$ cat config.mk
export PLATFORM = sky130hd
export DESIGN_NAME = dwt_subband_buffer
export DESIGN_NICKNAME = d
export VERILOG_FILES = /design/src/rtl/dwt_subband_buffer.sv
export SDC_FILE = /design/constraint.sdc
export NUM_CORES = 1
export LEC_CHECK = 0
export CORE_UTILIZATION = 41
export DETAILED_ROUTE_END_ITERATION = 10
export SYNTH_ARGS = -nofsm -noshare
export SYNTH_HDL_FRONTEND = slang
export SYNTH_SLANG_ARGS = --single-unit
$ cat constraint.sdc
create_clock -name clk -period 4.2 [get_ports clk]
set_clock_uncertainty 0.15 [all_clocks]
set_input_delay 0.84 -clock clk [delete_from_list [all_inputs] [get_ports clk]]
set_output_delay 0.84 -clock clk [all_outputs]
set_load 0.02 [all_outputs]
$ cat src/rtl/dwt_subband_buffer.sv
// dwt_subband_buffer: pairs independently strobed L/H lifting outputs into an aligned valid/ready stream with frame marking
module dwt_subband_buffer #(
  parameter int SIZE        = 32,
  parameter int DEPTH       = 8,
  parameter int FRAME_PAIRS = 16,
  parameter int LW          = $clog2(DEPTH + 1)
) (
  input  logic            clk,
  input  logic            rst_n,
  input  logic            l_valid,
  input  logic [SIZE-1:0] l_data,
  input  logic            h_valid,
  input  logic [SIZE-1:0] h_data,
  output logic            out_valid,
  input  logic            out_ready,
  output logic [SIZE-1:0] out_l,
  output logic [SIZE-1:0] out_h,
  output logic            out_last,
  output logic [LW-1:0]   l_level,
  output logic [LW-1:0]   h_level,
  output logic            overflow
);
  localparam int PW = $clog2(DEPTH);
  localparam int CW = FRAME_PAIRS > 1 ? $clog2(FRAME_PAIRS) : 1;
  logic [SIZE-1:0] l_mem [DEPTH];
  logic [SIZE-1:0] h_mem [DEPTH];
  logic [PW-1:0] l_wr_q, l_wr_d, l_rd_q, l_rd_d;
  logic [PW-1:0] h_wr_q, h_wr_d, h_rd_q, h_rd_d;
  logic [LW-1:0] l_level_q, l_level_d, h_level_q, h_level_d;
  logic [CW-1:0] cnt_q, cnt_d;
  logic ovf_q, ovf_d;
  logic pop, l_push, h_push;
  assign out_valid = (l_level_q != '0) && (h_level_q != '0);
  assign out_l     = out_valid ? l_mem[l_rd_q] : '0;
  assign out_h     = out_valid ? h_mem[h_rd_q] : '0;
  assign out_last  = out_valid && (cnt_q == CW'(FRAME_PAIRS - 1));
  assign l_level   = l_level_q;
  assign h_level   = h_level_q;
  assign overflow  = ovf_q;
  assign pop       = out_valid && out_ready;
  // a full FIFO still accepts a write when the same edge frees a slot
  assign l_push    = l_valid && ((l_level_q != LW'(DEPTH)) || pop);
  assign h_push    = h_valid && ((h_level_q != LW'(DEPTH)) || pop);
  always_comb begin
    l_wr_d    = l_wr_q + PW'(l_push);
    h_wr_d    = h_wr_q + PW'(h_push);
    l_rd_d    = l_rd_q + PW'(pop);
    h_rd_d    = h_rd_q + PW'(pop);
    l_level_d = l_level_q + LW'(l_push) - LW'(pop);
    h_level_d = h_level_q + LW'(h_push) - LW'(pop);
    cnt_d     = pop ? (out_last ? '0 : cnt_q + 1'b1) : cnt_q;
    ovf_d     = ovf_q | (l_valid & ~l_push) | (h_valid & ~h_push);
  end
  always_ff @(posedge clk or negedge rst_n) begin
    if (!rst_n) begin
      l_wr_q    <= '0;
      l_rd_q    <= '0;
      h_wr_q    <= '0;
      h_rd_q    <= '0;
      l_level_q <= '0;
      h_level_q <= '0;
      cnt_q     <= '0;
      ovf_q     <= 1'b0;
    end else begin
      l_wr_q    <= l_wr_d;
      l_rd_q    <= l_rd_d;
      h_wr_q    <= h_wr_d;
      h_rd_q    <= h_rd_d;
      l_level_q <= l_level_d;
      h_level_q <= h_level_d;
      cnt_q     <= cnt_d;
      ovf_q     <= ovf_d;
    end
  end
  // storage is deliberately left out of reset
  always_ff @(posedge clk) begin
    if (l_push) l_mem[l_wr_q] <= l_data;
    if (h_push) h_mem[h_wr_q] <= h_data;
  end
endmodule

Word level (Yosys, flattened, before mapping)
Memory sizes are Yosys's and may differ from the RTL's. Cells that the tools add are included.

Register bits after elaboration: 25. Memory bits (writable): 512. Bits of input ports: 69. Output and inout port bits: 75. Logic and storage cells: 44. Memories kept: 2.

Memory list: h_mem (depth 8, bits a word 32, rd ports 1, clocked after Yosys merged registers in 0, write ports 1, RTL line 26) `logic [SIZE-1:0] h_mem [DEPTH];`; l_mem (depth 8, bits a word 32, rd ports 1, clocked after Yosys merged registers in 0, write ports 1, RTL line 25) `logic [SIZE-1:0] l_mem [DEPTH];`.

Add/sub/neg operators: 9. Eq/ne operators: 3. Mux-type cells: 7. Bitwise operators: 6. Reduce and logical (&&, ||, !) cells: 9.

Operators by type and width (count): two-way mux 32 bit (2); adder 3 x 1 -> 3 bit (4); adder 4 x 1 -> 4 bit (2); != test 4 bit, second input constant (2); nonzero test 4 bit (2); subtractor 4 x 1 -> 4 bit (2); logical AND 1 bit (5); adder 4 x 1 -> 4 bit, second input constant (1); == test 4 bit, second input constant (1); two-way mux 1 bit (4); two-way mux 4 bit (1); bitwise AND 1 bit (2); logical OR 1 bit (2); NOT 1 bit (2); OR 1 bit (2).

Logic depth before layout (Yosys ltp)
Depth after elaboration: 9. Mapped depth: 12. Depth with buffers taken out: 11.

Least setup slack after synthesis
No wires, ideal clock.

Kind: input-to-reg. Start: in out_ready. End: mem l_mem[0][0], enable pin. Setup time: 0.421 ns. Data arrival time: 2.773 ns. Data required time: 3.629 ns. Slack: 0.856 ns. Stages on the path: 4. Buffers on the path: 0. Path through: inv_1 o311ai_1 nand2b_1 nor2_1.

Word-level cells in the longest chain between the ends: 5.

RTL lines: start: declaration (RTL line 15) `input logic out_ready,`; logical AND 1 bit (RTL line 40) `assign pop = out_valid && out_ready;`; logical OR 1 bit (RTL line 42) `assign l_push = l_valid && ((l_level_q != LW'(DEPTH)) || pop);`; logical AND 1 bit (RTL line 42); two-way mux 1 bit (RTL line 77) `if (l_push) l_mem[l_wr_q] <= l_data;`; two-way mux 1 bit (not written as such) (RTL line 77); end: declaration (RTL line 25).

No other way between the ends.

Worst setup path after layout
Start: reg l_rd_q[0]. End: out out_l[18].

Word-level cells in the longest chain between the ends: 2.

RTL lines: start: declaration (RTL line 27) `logic [PW-1:0] l_wr_q, l_wr_d, l_rd_q, l_rd_d;`; start signal: assignment (RTL line 66) `l_rd_q <= l_rd_d;`; memory read (8 x 32 bit); two-way mux 32 bit (RTL line 34) `assign out_l = out_valid ? l_mem[l_rd_q] : '0;`; end: declaration (RTL line 16) `output logic [SIZE-1:0] out_l,`.

No other way between the ends.

==> results.json <==
{
  "p_leak_nw": 9.31,
  "fmax_mhz": 250,
  "crit_type": "reg -> out",
  "top_layer_used": "met5",
  "cp_data_arrival_time_ps": 3010,
  "via_per_inst": 5.25,
  "path_buf_inv": 2,
  "synth_area_um2": 21400,
  "path_cells": "and2b_2, buf_4, a221oi_2, clkdlybuf4s50_1",
  "grt_pass1_wl_mm": 67.1,
  "cts_buffers": 55,
  "power.total_mw": 20.0,
  "io_pins": 144,
  "p_int_mw": 13.0,
  "critPathRequiredTime_ps": 3210,
  "cts_tree": "done",
  "period_needed_ps": 4000,
  "critPathTopFamily": "buffers and inverters",
  "clkPwrFrac_pct": 24.1,
  "fin_util_pct": 50.2,
  "crit_fanout": 26,
  "post-route-drc-count": 0,
  "fillCellCount": 4282,
  "p_sw_mw": 7.01,
  "first_pass_iters": 5,
  "nets": 1427,
  "met2_length_mm": 21.0,
  "wl_met1_mm": 19.9,
  "place.gp.congestion": 0.727,
  "final_cell_mix": "edfxtp_1, mux2i_1, clkdlybuf4s50_1, nand2_1, a22oi_1",
  "worst_pin_slew_ps": 1030,
  "ys_ff_latch": 537,
  "core_area_um2": 51500,
  "swShare_pct": 35.0,
  "final_common_cell": "edfxtp_1",
  "end_kind": "output pin",
  "rsz0062_at_grt": "false",
  "grt_max_degree": 43,
  "die_h_um": 231,
  "worstSkewPairLatency_ps": 620,
  "yosys.area.top_type_share_pct": 71.7,
  "setup_viol": 0,
  "status": "finished clean",
  "p_per_area_nw_per_um2": 774,
  "drt_iter0_markers": 721,
  "synth_area_leaders": "edfxtp_1, mux2i_1, a221oi_2",
  "row_count": 83,
  "via_count": 10800,
  "grt_pass1_vias": 11100,
  "io_buffers": 143,
  "overflow": 0,
  "ctsLongestPathBuffers": 3,
  "synthFlopType": "edfxtp_1",
  "dp_hpwl_mm": 24.3,
  "antenna_found_initial": 3,
  "yosys.cell_types.count": 41,
  "syn_nets": 1254,
  "slew_headroom_pct": 31.1,
  "clockRootBuffer": "clkbuf_16",
  "path_clk_slew_ps": 60,
  "detail-route-antenna-nets": 0,
  "start_util_pct": 41.6,
  "pwr-share-comb_pct": 40.0,
  "cts_sinks": 537,
  "wl_per_cell_um": 21.3,
  "synthArstFlopShare_pct": 4.66,
  "yosysTopAreaCell": "edfxtp_1",
  "hold_violations": 0,
  "drive_gt1_share_pct": 15.7,
  "met3_length_mm": 2.09,
  "yosysSeqAreaShare_pct": 74.6,
  "tns_ps": 0,
  "postSynthAreaPerCell_um2": 18.4,
  "cp-start-kind": "flip-flop",
  "finalWirelength_mm": 43.9,
  "max_stage_delay_ps": 890,
  "peakVddDrop_uv": 457,
  "synth_cells": 1164,
  "final_max_slew_viol_count": 0,
  "die-area_um2": 53200,
  "maxCapViolCount": 0,
  "yosysWarnings": 0,
  "hp-class": "reg -> reg",
  "track_usage_pct": 16.7,
  "die_x_um": 231,
  "cts_max_level": 2,
  "synth_edf_count": 512,
  "seqPwrFrac_pct": 35.8,
  "syn_to_final_growth_pct": 20.6,
  "post-route-period-util_pct": 95.3,
  "critical_path.slowest_cell": "and2b_2"
}
==> through the flow <==
| step | hold WS, ps | area (um2) | std cells | worst slack, ps |
|---|---|---|---|---|
| 4_1_cts | 348 | 25800 | 2062 | 43.9 |
| 3_3_place_gp | 332 | 24000 | 1959 | 723 |
| 5_1_grt | 376 | 25900 | 2064 | 4.00 |
| 3_5_place_dp | 322 | 24000 | 1959 | 694 |
| 6_report | 338 | 25900 | 2064 | 195 |
| 2_1_floorplan | 301 | 21400 | 1164 | 856 |
==> logic make-up after synthesis <==
kind of cell | Yosys count | synth area share [%]
xor+xnor | 9 | 0.368
flops | 537 | 74.6
simple gates | 120 | 2.50
compound gates | 141 | 7.20
fa+ha+maj | 21 | 1.30
mux | 257 | 12.0
buf+inv | 79 | 2.00
==> cells in the mapped netlist (2+ instances only) <==
cell	count
a221oi_1	3
ha_1	19
xor2_1	6
a21oi_1	3
inv_1	14
o311ai_1	2
dfrtp_1	25
nand2_1	71
a221oi_2	61
clkbuf_1	15
nor2_1	20
mux2i_1	256
nor3b_1	2
nor2_2	2
buf_2	27
nand3_1	5
nor2b_1	3
edfxtp_1	512
buf_1	3
xnor2_1	3
and2_1	4
buf_4	12
fa_1	2
buf_6	7
or3b_2	2
nand2b_1	2
a21o_1	3
a22oi_1	64
nand3b_1	4
==> routing by layer <==
layer  vias up  GRT usage, %
met5         -             0
li1       5026             -
met2       222          26.8
met4         4          4.57
met1      5508          23.0
met3        70          3.31
==> power groups by stage <==
stage                     clock network [mW]  logic [mW]  registers (mW)
after floorplan                            0        5.05            7.19
after global placement                     0        8.02            7.28
after detailed placement                   0        8.06            7.31
after CTS                               4.97        8.10            7.20
after global routing                    5.16        8.59            7.25
final                                   4.83        8.01            7.17
==> worst reg2reg max path, delay by kind of cell (launching register included) <==
family	cells	cell delay, ps
XOR/XNOR	1	140
buffers and inverters	2	160
AND/OR/NAND/NOR	4	1230
adder cells (fa/ha/maj)	3	740
flip-flops	1	380
==> cell type report <==
type / count / area (um2) / area share [%]
Sequential cell: 537 / 16000 / 61.9
Inverter: 15 / 56.3 / 0.218
Clock buffer: 67 / 1430 / 5.54
Antenna cell: 1 / 2.50 / 0.00968
Tap cell: 680 / 851 / 3.29
Clock inverter: 36 / 388 / 1.50
Timing Repair Buffer: 180 / 1950 / 7.52
Multi-Input combinational cell: 548 / 5170 / 20.0
==> timing repair <==
| action | in CTS | in global routing |
|---|---|---|
| buffers inserted | 0 | 1 |
| resized for setup | 0 | 2 |
| endpoints found under the setup margin | 0 | 37 |
| hold buffers | 0 | 0 |
==> final timing paths <==
kind                                            from                    to  slack (ps)  depth (start not counted)
worst max-delay path             l_rd_q[0]$_DFF_PN0_             out_l[18]         200                          4
worst min-delay path             h_wr_q[2]$_DFF_PN0_   h_wr_q[2]$_DFF_PN0_         340                          1
worst max register to register  l_level[2]$_DFF_PN0_  h_level[2]$_DFF_PN0_        1280                         10
worst min register to register   h_wr_q[2]$_DFF_PN0_   h_wr_q[2]$_DFF_PN0_         340                          1
max in group asynchronous                      rst_n  cnt_q[3]$_DFFE_PN0N_        2700                          2
min in group asynchronous                      rst_n   h_rd_q[1]$_DFF_PN0_         520                          1
==> registers in the layout, summed over array words and instances, names as in the netlist <==
register and flops:
h_rd_q 3, h_level 4, h_wr_q 3, h_mem 256, l_mem 256, cnt_q 4
overflow 1, l_wr_q 3, l_level 4, l_rd_q 3
Note: power is estimated with default switching activity, not from simulation.
